## config.mk

```make
export PLATFORM = sky130hd
export DESIGN_NAME = rom_dump_streamer
export DESIGN_NICKNAME = d
export VERILOG_FILES = /design/src/rtl/rom_dump_streamer.sv
export SDC_FILE = /design/constraint.sdc
export NUM_CORES = 1
export LEC_CHECK = 0
export CORE_ASPECT_RATIO = 1.1
export CORE_UTILIZATION = 30
export DETAILED_ROUTE_END_ITERATION = 8
export GPL_TIMING_DRIVEN = 0
export HOLD_SLACK_MARGIN = 0.08
export PLACE_DENSITY = 0.52
export SYNTH_ARGS = -nofsm -noshare
export SYNTH_HDL_FRONTEND = slang
export SYNTH_SLANG_ARGS = --single-unit
```

## constraint.sdc

```tcl
create_clock -name clk -period 4.34 [get_ports clk]
set_clock_uncertainty 0.2 [all_clocks]
set_input_delay 0.651 -clock clk [delete_from_list [all_inputs] [get_ports clk]]
set_output_delay 0.651 -clock clk [all_outputs]
set_load 0.005 [all_outputs]
```

## src/rtl/rom_dump_streamer.sv

```systemverilog
// rom_dump_streamer: walks every ROM address, waits a settle time per address, samples the chip
// data lines and sends each word as an 8N1 UART byte, followed by a mod-256 checksum byte.
//
// Ports:
//   clk           board clock, rising edge
//   reset_n       asynchronous active-low reset
//   start         level input; a sampled rising edge in idle/done starts a dump
//   chip_data_in  chip data lines (zero-extended to 8 bits)
//   address_line  address driven to the chip
//   chip_enable   high while a dump is in progress
//   busy          dump in progress
//   done          last dump completed (cleared by the next accepted start or reset)
//   checksum      running mod-256 sum of the data bytes of the current/last dump
//   uart_tx       serial output, idle high
//
// Timing: busy rises on the clock edge that samples the start edge. The first start bit begins
// SETTLE_CYCLES cycles later, each address takes SETTLE_CYCLES + 10*CLKS_PER_BIT cycles, and the
// checksum frame follows the last stop bit directly. done rises exactly
// 2^ADDRESS_WIDTH*(SETTLE_CYCLES+10*CLKS_PER_BIT) + 10*CLKS_PER_BIT cycles after busy rises, so
// the constant FSM overhead is the single start-registration cycle before busy.
module rom_dump_streamer #(
  parameter int unsigned ADDRESS_WIDTH = 9,
  parameter int unsigned DATA_WIDTH    = 8,
  parameter int unsigned SETTLE_CYCLES = 50,
  parameter int unsigned CLKS_PER_BIT  = 434
) (
  input  logic                     clk,
  input  logic                     reset_n,
  input  logic                     start,
  input  logic [DATA_WIDTH-1:0]    chip_data_in,
  output logic [ADDRESS_WIDTH-1:0] address_line,
  output logic                     chip_enable,
  output logic                     busy,
  output logic                     done,
  output logic [7:0]               checksum,
  output logic                     uart_tx
);

  localparam int unsigned SettleW = $clog2(SETTLE_CYCLES + 1);
  localparam int unsigned BaudW   = $clog2(CLKS_PER_BIT);
  localparam logic [SettleW-1:0]       SettleLast = SettleW'(SETTLE_CYCLES - 1);
  localparam logic [BaudW-1:0]         BaudLast   = BaudW'(CLKS_PER_BIT - 1);
  localparam logic [ADDRESS_WIDTH-1:0] AddrMax    = '1;

  typedef enum logic [2:0] {StIdle, StSettle, StTxByte, StTxSum, StDone} state_e;

  state_e                   state_q, state_d;
  logic                     start_q;
  logic [ADDRESS_WIDTH-1:0] addr_q, addr_d;
  logic [7:0]               sum_q, sum_d;
  logic [7:0]               byte_q, byte_d;
  logic [SettleW-1:0]       settle_q, settle_d;
  logic [BaudW-1:0]         baud_q, baud_d;
  // 0 = start bit, 1..8 = data bits, 9 = stop bit
  logic [3:0]               bit_q, bit_d;
  logic                     tx_q, tx_d;
  logic [7:0]               data_ext;
  logic                     start_edge;

  always_comb begin
    data_ext = '0;
    data_ext[DATA_WIDTH-1:0] = chip_data_in;
  end

  assign start_edge = start & ~start_q;

  always_comb begin
    state_d  = state_q;
    addr_d   = addr_q;
    sum_d    = sum_q;
    byte_d   = byte_q;
    settle_d = settle_q;
    baud_d   = baud_q;
    bit_d    = bit_q;
    tx_d     = tx_q;
    unique case (state_q)
      StIdle, StDone: begin
        if (start_edge) begin
          state_d  = StSettle;
          addr_d   = '0;
          sum_d    = '0;
          settle_d = '0;
        end
      end
      StSettle: begin
        if (settle_q == SettleLast) begin
          // Sample only here; the start bit goes out on the next cycle.
          byte_d  = data_ext;
          sum_d   = sum_q + data_ext;
          tx_d    = 1'b0;
          baud_d  = '0;
          bit_d   = '0;
          state_d = StTxByte;
        end else begin
          settle_d = settle_q + 1'b1;
        end
      end
      StTxByte, StTxSum: begin
        if (baud_q == BaudLast) begin
          baud_d = '0;
          if (bit_q == 4'd9) begin
            if (state_q == StTxSum) begin
              state_d = StDone;
            end else if (addr_q == AddrMax) begin
              // Checksum frame starts right after the last stop bit.
              byte_d  = sum_q;
              tx_d    = 1'b0;
              bit_d   = '0;
              state_d = StTxSum;
            end else begin
              addr_d   = addr_q + 1'b1;
              settle_d = '0;
              state_d  = StSettle;
            end
          end else begin
            bit_d = bit_q + 4'd1;
            tx_d  = (bit_q == 4'd8) ? 1'b1 : byte_q[bit_q[2:0]];
          end
        end else begin
          baud_d = baud_q + 1'b1;
        end
      end
      default: state_d = StIdle;
    endcase
  end

  always_ff @(posedge clk or negedge reset_n) begin
    if (!reset_n) begin
      state_q  <= StIdle;
      start_q  <= 1'b0;
      addr_q   <= '0;
      sum_q    <= '0;
      byte_q   <= '0;
      settle_q <= '0;
      baud_q   <= '0;
      bit_q    <= '0;
      tx_q     <= 1'b1;
    end else begin
      state_q  <= state_d;
      start_q  <= start;
      addr_q   <= addr_d;
      sum_q    <= sum_d;
      byte_q   <= byte_d;
      settle_q <= settle_d;
      baud_q   <= baud_d;
      bit_q    <= bit_d;
      tx_q     <= tx_d;
    end
  end

  assign busy         = (state_q == StSettle) || (state_q == StTxByte) || (state_q == StTxSum);
  assign chip_enable  = busy;
  assign done         = (state_q == StDone);
  assign address_line = addr_q;
  assign checksum     = sum_q;
  assign uart_tx      = tx_q;

endmodule

```

==> impl_metrics.tcl <==
set metrics [dict create \
    status "finished clean" \
    synthXorXnorAreaFrac_pct 1.771 \
    timing.rr.start "address_line[0]" \
    wl_um 6637 \
    final_max_slew_viol_count 0 \
    synthArstFlopShare_pct 100.0 \
    cp-startpoint "address_line[0]" \
    row_count 37 \
    cp_slowest_cell "dfrtp_1" \
    finalCriticalPeriod_ns 2.863 \
    synth_ff_type "dfrtp_1" \
    maxCapViolations 0 \
    h-tree-depth 2 \
    avgViaCountPerCell 5.068 \
    portBuffers 31 \
    grt_pass1_wl_um 11500 \
    cts_buffers 5 \
    hold_path.class "register to register" \
    areaGrowthSynthToFinish_pct 19.14 \
    cp_common_cell "and3_1" \
    peakVddDrop_mv 0.1800 \
    grt_usage_pct 13.45 \
    cts_tree "built" \
    post-route-util_pct 37.26 \
    final_nets 382 \
    clkSinkCount 49 \
    grt_pass1_vias 2405 \
    die_h_um 106.3 \
    dr.pass1.iters 4 \
    synth_edf_count 0 \
    initial_utilization_pct 31.27 \
    diodes 0 \
    clk_latency_ns 0.31 \
    synthSimpleGateAreaFrac_pct 19.98 \
    synth.area.mux_share_pct 5.017 \
    slew_headroom_pct 47.98 \
    vias 2392 \
    place_congestion 0.7772 \
    drc_errors 0 \
    crit_chain "ha_1, and3_1, and3_1, and3_1, ha_1, o21ai_0, nand4_1, or2_0, clkbuf_1, o31ai_1" \
    yosys_warnings 0 \
    rsz0062_at_grt "false" \
    multi_input_area_um2 1615 \
    fp.dieArea_um2 10300 \
    synth_fp_nets 342 \
    seq_area_um2 1227 \
    powerDensity_nw_per_um2 425.8 \
    nFillCells 948 \
    synth_seq_area_share_pct 41.36 \
    pin_count 32 \
    drtAntennaViolNets 0 \
    p_leak_nw 1.563 \
    synth_compound_area_share_pct 20.24 \
    die_w_um 96.84 \
    fin_tns_setup_ns 0 \
    grt_max_degree 37 \
    drtIter0Drc 60 \
    setup-violations-final 0 \
    avgRoutedWirePerCell_um 14.06 \
    arrival_ns 2.88 \
    fmax_mhz 349.3 \
    finalPower_mw 1.505 \
    place_hpwl_um 4957 \
    syn_inst 314 \
    worstSetupPathType "register to register" \
    ys_ff_latch 49 \
    worst-path-max-fanout 6 \
    critPathMaxStageDelay_ns 0.45 \
    hold_start "byte_q[6]" \
    netlist_area_um2 2968 \
    grt-ovfl-total 0 \
    synth.avg_cell_area_um2 9.452 \
    clk_pin_slew_worst_paths_ns 0.10 \
    fin_crit_sh_pct 65.96 \
    cts_resized 0 \
    synthAdderAreaFrac_pct 7.420 \
    cp.required_ns 4.36 \
    antenna_found_initial 0 \
    critPathLaunchType "register" \
    hold_viol_final 0 \
    synth_top_family_by_area "compound AO/OA/AOI/OAI gates" \
    core-area_um2 9490 \
    cp-end-kind "register" \
    synth_cell_types 59 \
    worst_slew_pin_slew_ns 0.7722 \
    cts_max_path_buffers 2 \
    cts_root_buf "clkbuf_8" \
    drive_above_1_share_pct 9.859 \
]
[where the power goes]
group / switching [mW] / internal [mW] / leakage (nW)
registers: 0.0726 / 0.521 / 0.619
clock network: 0.162 / 0.112 / 0.0439
logic: 0.370 / 0.268 / 0.900
[synthesized netlist by cell type (all sizes together) (3+ instances only)]
cell / count / area share (%)
mux2i: 7 / 2.4
nand2: 33 / 4.2
nand2b: 8 / 1.7
and3: 8 / 1.7
mux2: 3 / 1.1
nand4: 3 / 0.63
nor2: 19 / 2.4
nor2b: 5 / 1.1
o31ai: 7 / 1.9
inv: 10 / 1.3
a22o: 4 / 1.2
a21oi: 7 / 1.2
nand3: 15 / 2.5
o21ai: 46 / 7.9
a21o: 3 / 0.76
o211ai: 4 / 1.2
clkbuf: 4 / 0.51
or2: 4 / 0.84
dfrtp: 48 / 40
buf: 11 / 2.4
xnor2: 5 / 1.5
ha: 16 / 6.7
nor3: 6 / 1.4
[per-stage QoR]
step | cells | setup WS [ns] | hold WS, ns | area [um^2]
5_1_grt | 472 | 1.246 | 0.3390 | 3536
2_1_floorplan | 314 | 1.790 | 0.1554 | 2968
4_1_cts | 472 | 1.461 | 0.2968 | 3536
3_5_place_dp | 463 | 1.400 | 0.2723 | 3440
6_report | 472 | 1.477 | 0.2918 | 3536
3_3_place_gp | 462 | 0.8242 | 0.2707 | 3425
[placed cells by master, fill, tap and decap left out, types with 2 or more instances in the layout]
| master | synthesis | layout |
|---|---|---|
| xnor2_1 | 5 | 5 |
| buf_6 | 2 | 2 |
| a211oi_1 | 2 | 2 |
| clkinv_2 | 0 | 2 |
| nand2_1 | 33 | 33 |
| a31oi_1 | 2 | 2 |
| clkbuf_8 | 0 | 5 |
| a211o_1 | 2 | 2 |
| o2bb2ai_1 | 2 | 2 |
| mux2i_1 | 7 | 7 |
| nor3_1 | 5 | 5 |
| or2_0 | 2 | 2 |
| clkdlybuf4s50_1 | 0 | 30 |
| or2_1 | 2 | 2 |
| nand4b_1 | 2 | 2 |
| o21ai_0 | 36 | 36 |
| o21a_1 | 2 | 2 |
| a21oi_1 | 7 | 7 |
| mux2_2 | 3 | 3 |
| buf_4 | 2 | 2 |
| o31ai_1 | 6 | 6 |
| nor2b_1 | 5 | 5 |
| and2_1 | 2 | 2 |
| o211ai_1 | 3 | 3 |
| a21o_1 | 3 | 3 |
| clkbuf_1 | 4 | 4 |
| mux4_2 | 2 | 2 |
| and3_1 | 8 | 8 |
| or4_1 | 2 | 2 |
| dfrtp_1 | 48 | 48 |
| o211a_1 | 2 | 2 |
| nor2_1 | 19 | 19 |
| nand4_1 | 3 | 3 |
| nand2b_1 | 8 | 8 |
| ha_1 | 16 | 16 |
| buf_2 | 7 | 8 |
| inv_1 | 10 | 10 |
| a22o_1 | 4 | 4 |
| nand3_1 | 15 | 15 |
| o21ai_1 | 9 | 9 |
[per-layer routing]
metal | share of wire [%] | vias up | track usage, %
met5 | 0 | - | 0
met4 | 0.66 | 0 | 2.665
met3 | 3.2 | 6 | 2.827
met2 | 48 | 42 | 23.34
met1 | 49 | 1130 | 17.29
li1 | - | 1214 | -
[final cells by class]
cell class | instances | share of cell area, %
Timing Repair Buffer | 33 | 9.483
Inverter | 10 | 1.062
Clock buffer | 5 | 1.946
Sequential cell | 49 | 34.71
Tap cell | 117 | 4.140
Multi-Input combinational cell | 240 | 45.68
Buffer | 15 | 2.477
Clock inverter | 3 | 0.4954
[logic make-up after synthesis]
logic type / after synthesis
AO/OA/AOI/OAI: 91
XOR/XNOR: 6
adder cells (fa/ha/maj): 17
buffers and inverters: 25
flip-flops: 49
multiplexers: 12
AND/OR/NAND/NOR: 114
[critical path, delay by kind of cell (launching register included)]
family / cells / cell delay, ns
buf+inv: 1 / 0.18
flops: 1 / 0.45
compound gates: 2 / 0.43
simple gates: 5 / 1.02
fa+ha+maj: 2 / 0.51
[sequential cells by signal (all words and copies together), names as in the netlist]
| register | cells |
|---|---|
| uart_tx | 1 |
| checksum | 8 |
| address_line | 9 |
| baud_q | 9 |
| byte_q | 8 |
| state_q | 3 |
| settle_q | 6 |
| bit_q | 4 |
| start_q | 1 |
[worst paths after layout]
kind | slack [ns] | endpoint | depth (start not counted)
setup / recovery | 1.48 | address_line[7] | 10
hold / removal | 0.29 | byte_q[6] | 2
setup reg to reg | 1.48 | address_line[7] | 10
hold reg to reg | 0.29 | byte_q[6] | 2
max in group asynchronous | 2.79 | uart_tx | 3
min in group asynchronous | 0.57 | checksum[6] | 2
[what timing repair did]
| item | in CTS | in global routing |
|---|---|---|
| hold buffers | 1 | 0 |
| hold endpoints to repair | 13 | 0 |
| setup buffers | 0 | 0 |
| setup endpoints to repair | 0 | 0 |
(Power assumes the default switching activity.)
==> RTL edit, RTL diff (same settings) <==
Reset style: synchronous (`reset_n`), changed in one clocked block. Comments in the files are not updated.
--- a/src/rtl/rom_dump_streamer.sv
+++ b/src/rtl/rom_dump_streamer.sv
@@ -126,3 +126,3 @@
 
-  always_ff @(posedge clk or negedge reset_n) begin
+  always_ff @(posedge clk) begin
     if (!reset_n) begin
Behaviour: differs if reset_n is asserted again (counterexample within 4 cycles, from zero or initial values and one cycle with reset_n low); with reset_n held inactive, the same outputs for 10 cycles.
==> RTL edit against the original RTL <==
- synthesized area decreased by 3.9%
- synthesized cell count increased by 10%
- critical path depth shrank 6
- routed wire length rose by 14%
- sequential cell count did not move
- worst setup slack worse by 0.20 ns
- cell area is 3.4% lower
Power is not compared: it rests on default switching activity, and its combinational part moved more than twofold at a synthesized area within 25%.
==> RTL edit: results (changes against the original RTL) <==
- The detail-routed net length per standard cell is 15.1 um (+7.5%).
- The all-layer global routing usage is 16.1% (+2.6 points).
- The wire length of the first global-routing pass was 12,600 um (+9.2%).
- The fraction of the yosys area taken by sequential cells is 34.4% (-7.0 points).
- The tree is rooted in a clkbuf_8.
- The number of unique standard cell types used by synthesis was 56 (-5.1%).
- The master of the slowest instance on the critical path is clkdlybuf4s50_1.
- The clock slew seen by the registers of the worst setup and hold paths is 0.10 ns (about the same).
- The worst path arrival time is 2.21 ns (-0.67 ns).
- The number of global-route vias before repair came to 2,411 (+0.25%).
- The post-CTS setup-driven buffer insertion count came to 0 (unchanged).
- The number of gates given a new drive strength after cts was 0 (unchanged).
- IR analysis of the VDD net gives a maximum drop of about 0.18 mV.
- The number of buffers added by the clock tree synthesis step is 5 (unchanged).
- The initial DRC count was 181 (+200%).
- The fraction of final layout cells with drive strength greater than 1 is 6.49% (-3.4 points).
- The commonest cells after synthesis are dfxtp_1, nor2_1, nand2_1.
- The count of filler cells inserted in the layout is 950 (+0.21%).
- The count of buffers inserted at the top-level ports is 31 (unchanged).
- The share of flip-flops with an asynchronous set or reset after synthesis came to 0% (-100 points).
- The initial antenna violation count was 0 (unchanged).
- Ranked by total cell area, the synthesized netlist is headed by dfxtp_1, ha_1, nor2_1.
- The half-perimeter wire length after detailed placement came to 5450 um (+10%).
- The clock latency reported for the late side of the worst-skew pair came to 0.31 ns (about the same).
- The worst stage delay on the critical path is 0.52 ns (+0.07 ns).
- The flip-flop cell with the highest count after synthesis is dfxtp_1.
- The post-placement worst setup slack is 1.27 ns (-0.134 ns).
- The pin count of the biggest net entering global routing came to 16 (-57%).
- The largest fanout on the critical path came to 10 (+4).
- The number of nets in the layout is 413 (+8.1%).
- The net count after synthesis is 375 (+9.6%).
- The final weighted congestion of routability-driven global placement is 0.820 (+5.6%).
- The flow ran to the end, and the final reports show no timing, DRC or antenna violations.
- The detailed-routing iteration count for the pre-antenna-repair pass is 4 (unchanged).
- The number of enable flip-flop cells after synthesis is 0 (unchanged).
- The remaining max-slew budget at the tightest pin is 41.8% (-6.2 points).
- The CTS H-tree depth is 2 (unchanged).
- The leakage power of the design is 1.14 nW.
- In this run the worst hold path is classified as reg -> reg.
- The antenna cell count was 0 (unchanged).
- The buffer levels on the longest clock path is 2 (unchanged).
- The number of warning messages in the yosys log is 0 (unchanged).
- The vias per cell was 5.20 (+2.7%).
[RTL edit: routing by layer]
metal / vias up / track usage, % / share of wire, %
li1: 1336 / - / -
met1: 1205 / 23.6 / 51
met2: 50 / 24.4 / 45
met3: 6 / 2.49 / 3.3
met4: 0 / 3.68 / 1.0
met5: - / 0 / 0
[RTL edit: final timing paths]
path	endpoint	start	slack, ns	depth (start not counted)
min	uart_tx	uart_tx	0.30	1
min reg2reg	uart_tx	uart_tx	0.30	1
max reg2reg	address_line[5]	bit_q[0]	1.69	6
max	done	state_q[2]	1.28	4
[RTL edit: layout make-up]
class	instances	share of cell area, %
inverter	10	1.10
tap	114	4.18
sequential	49	28.7
timing repair buffer	31	9.08
clock inverter	2	1.14
buffer	21	3.08
multi-input combinational	266	50.6
clock buffer	6	2.12
[RTL edit: critical path, delay by kind of cell (launching register included)]
family                 cells  cell delay [ns]
DFF                        1             0.37
buffers and inverters      3             1.28
and+or+nand+nor            1             0.26
[RTL edit: cells by family (layout without fill, tap and decap cells)]
group | Yosys count | after routing | synth area share (%)
AOI/OAI and AO/OA | 87 | 87 | 20.4
xor gates and xnor gates | 11 | 11 | 3.38
adders and majority gates | 18 | 18 | 8.16
buffers and inverters | 31 | 70 | 5.00
DFF | 49 | 49 | 34.4
muxes | 2 | 2 | 1.58
and+or+nand+nor | 148 | 148 | 27.1
[RTL edit: report_power, final]
part	switching (mW)	leakage [nW]	internal, mW
combinational	0.0407	0.688	0.0276
sequential	0.00163	0.395	0.452
clock	0.161	0.0554	0.173
[RTL edit: stage by stage]
step	cell area [um^2]	cells
after floorplan	2850	346
after global placement	3300	491
after detailed placement	3300	491
after CTS	3420	499
after global routing	3420	499
final	3420	499
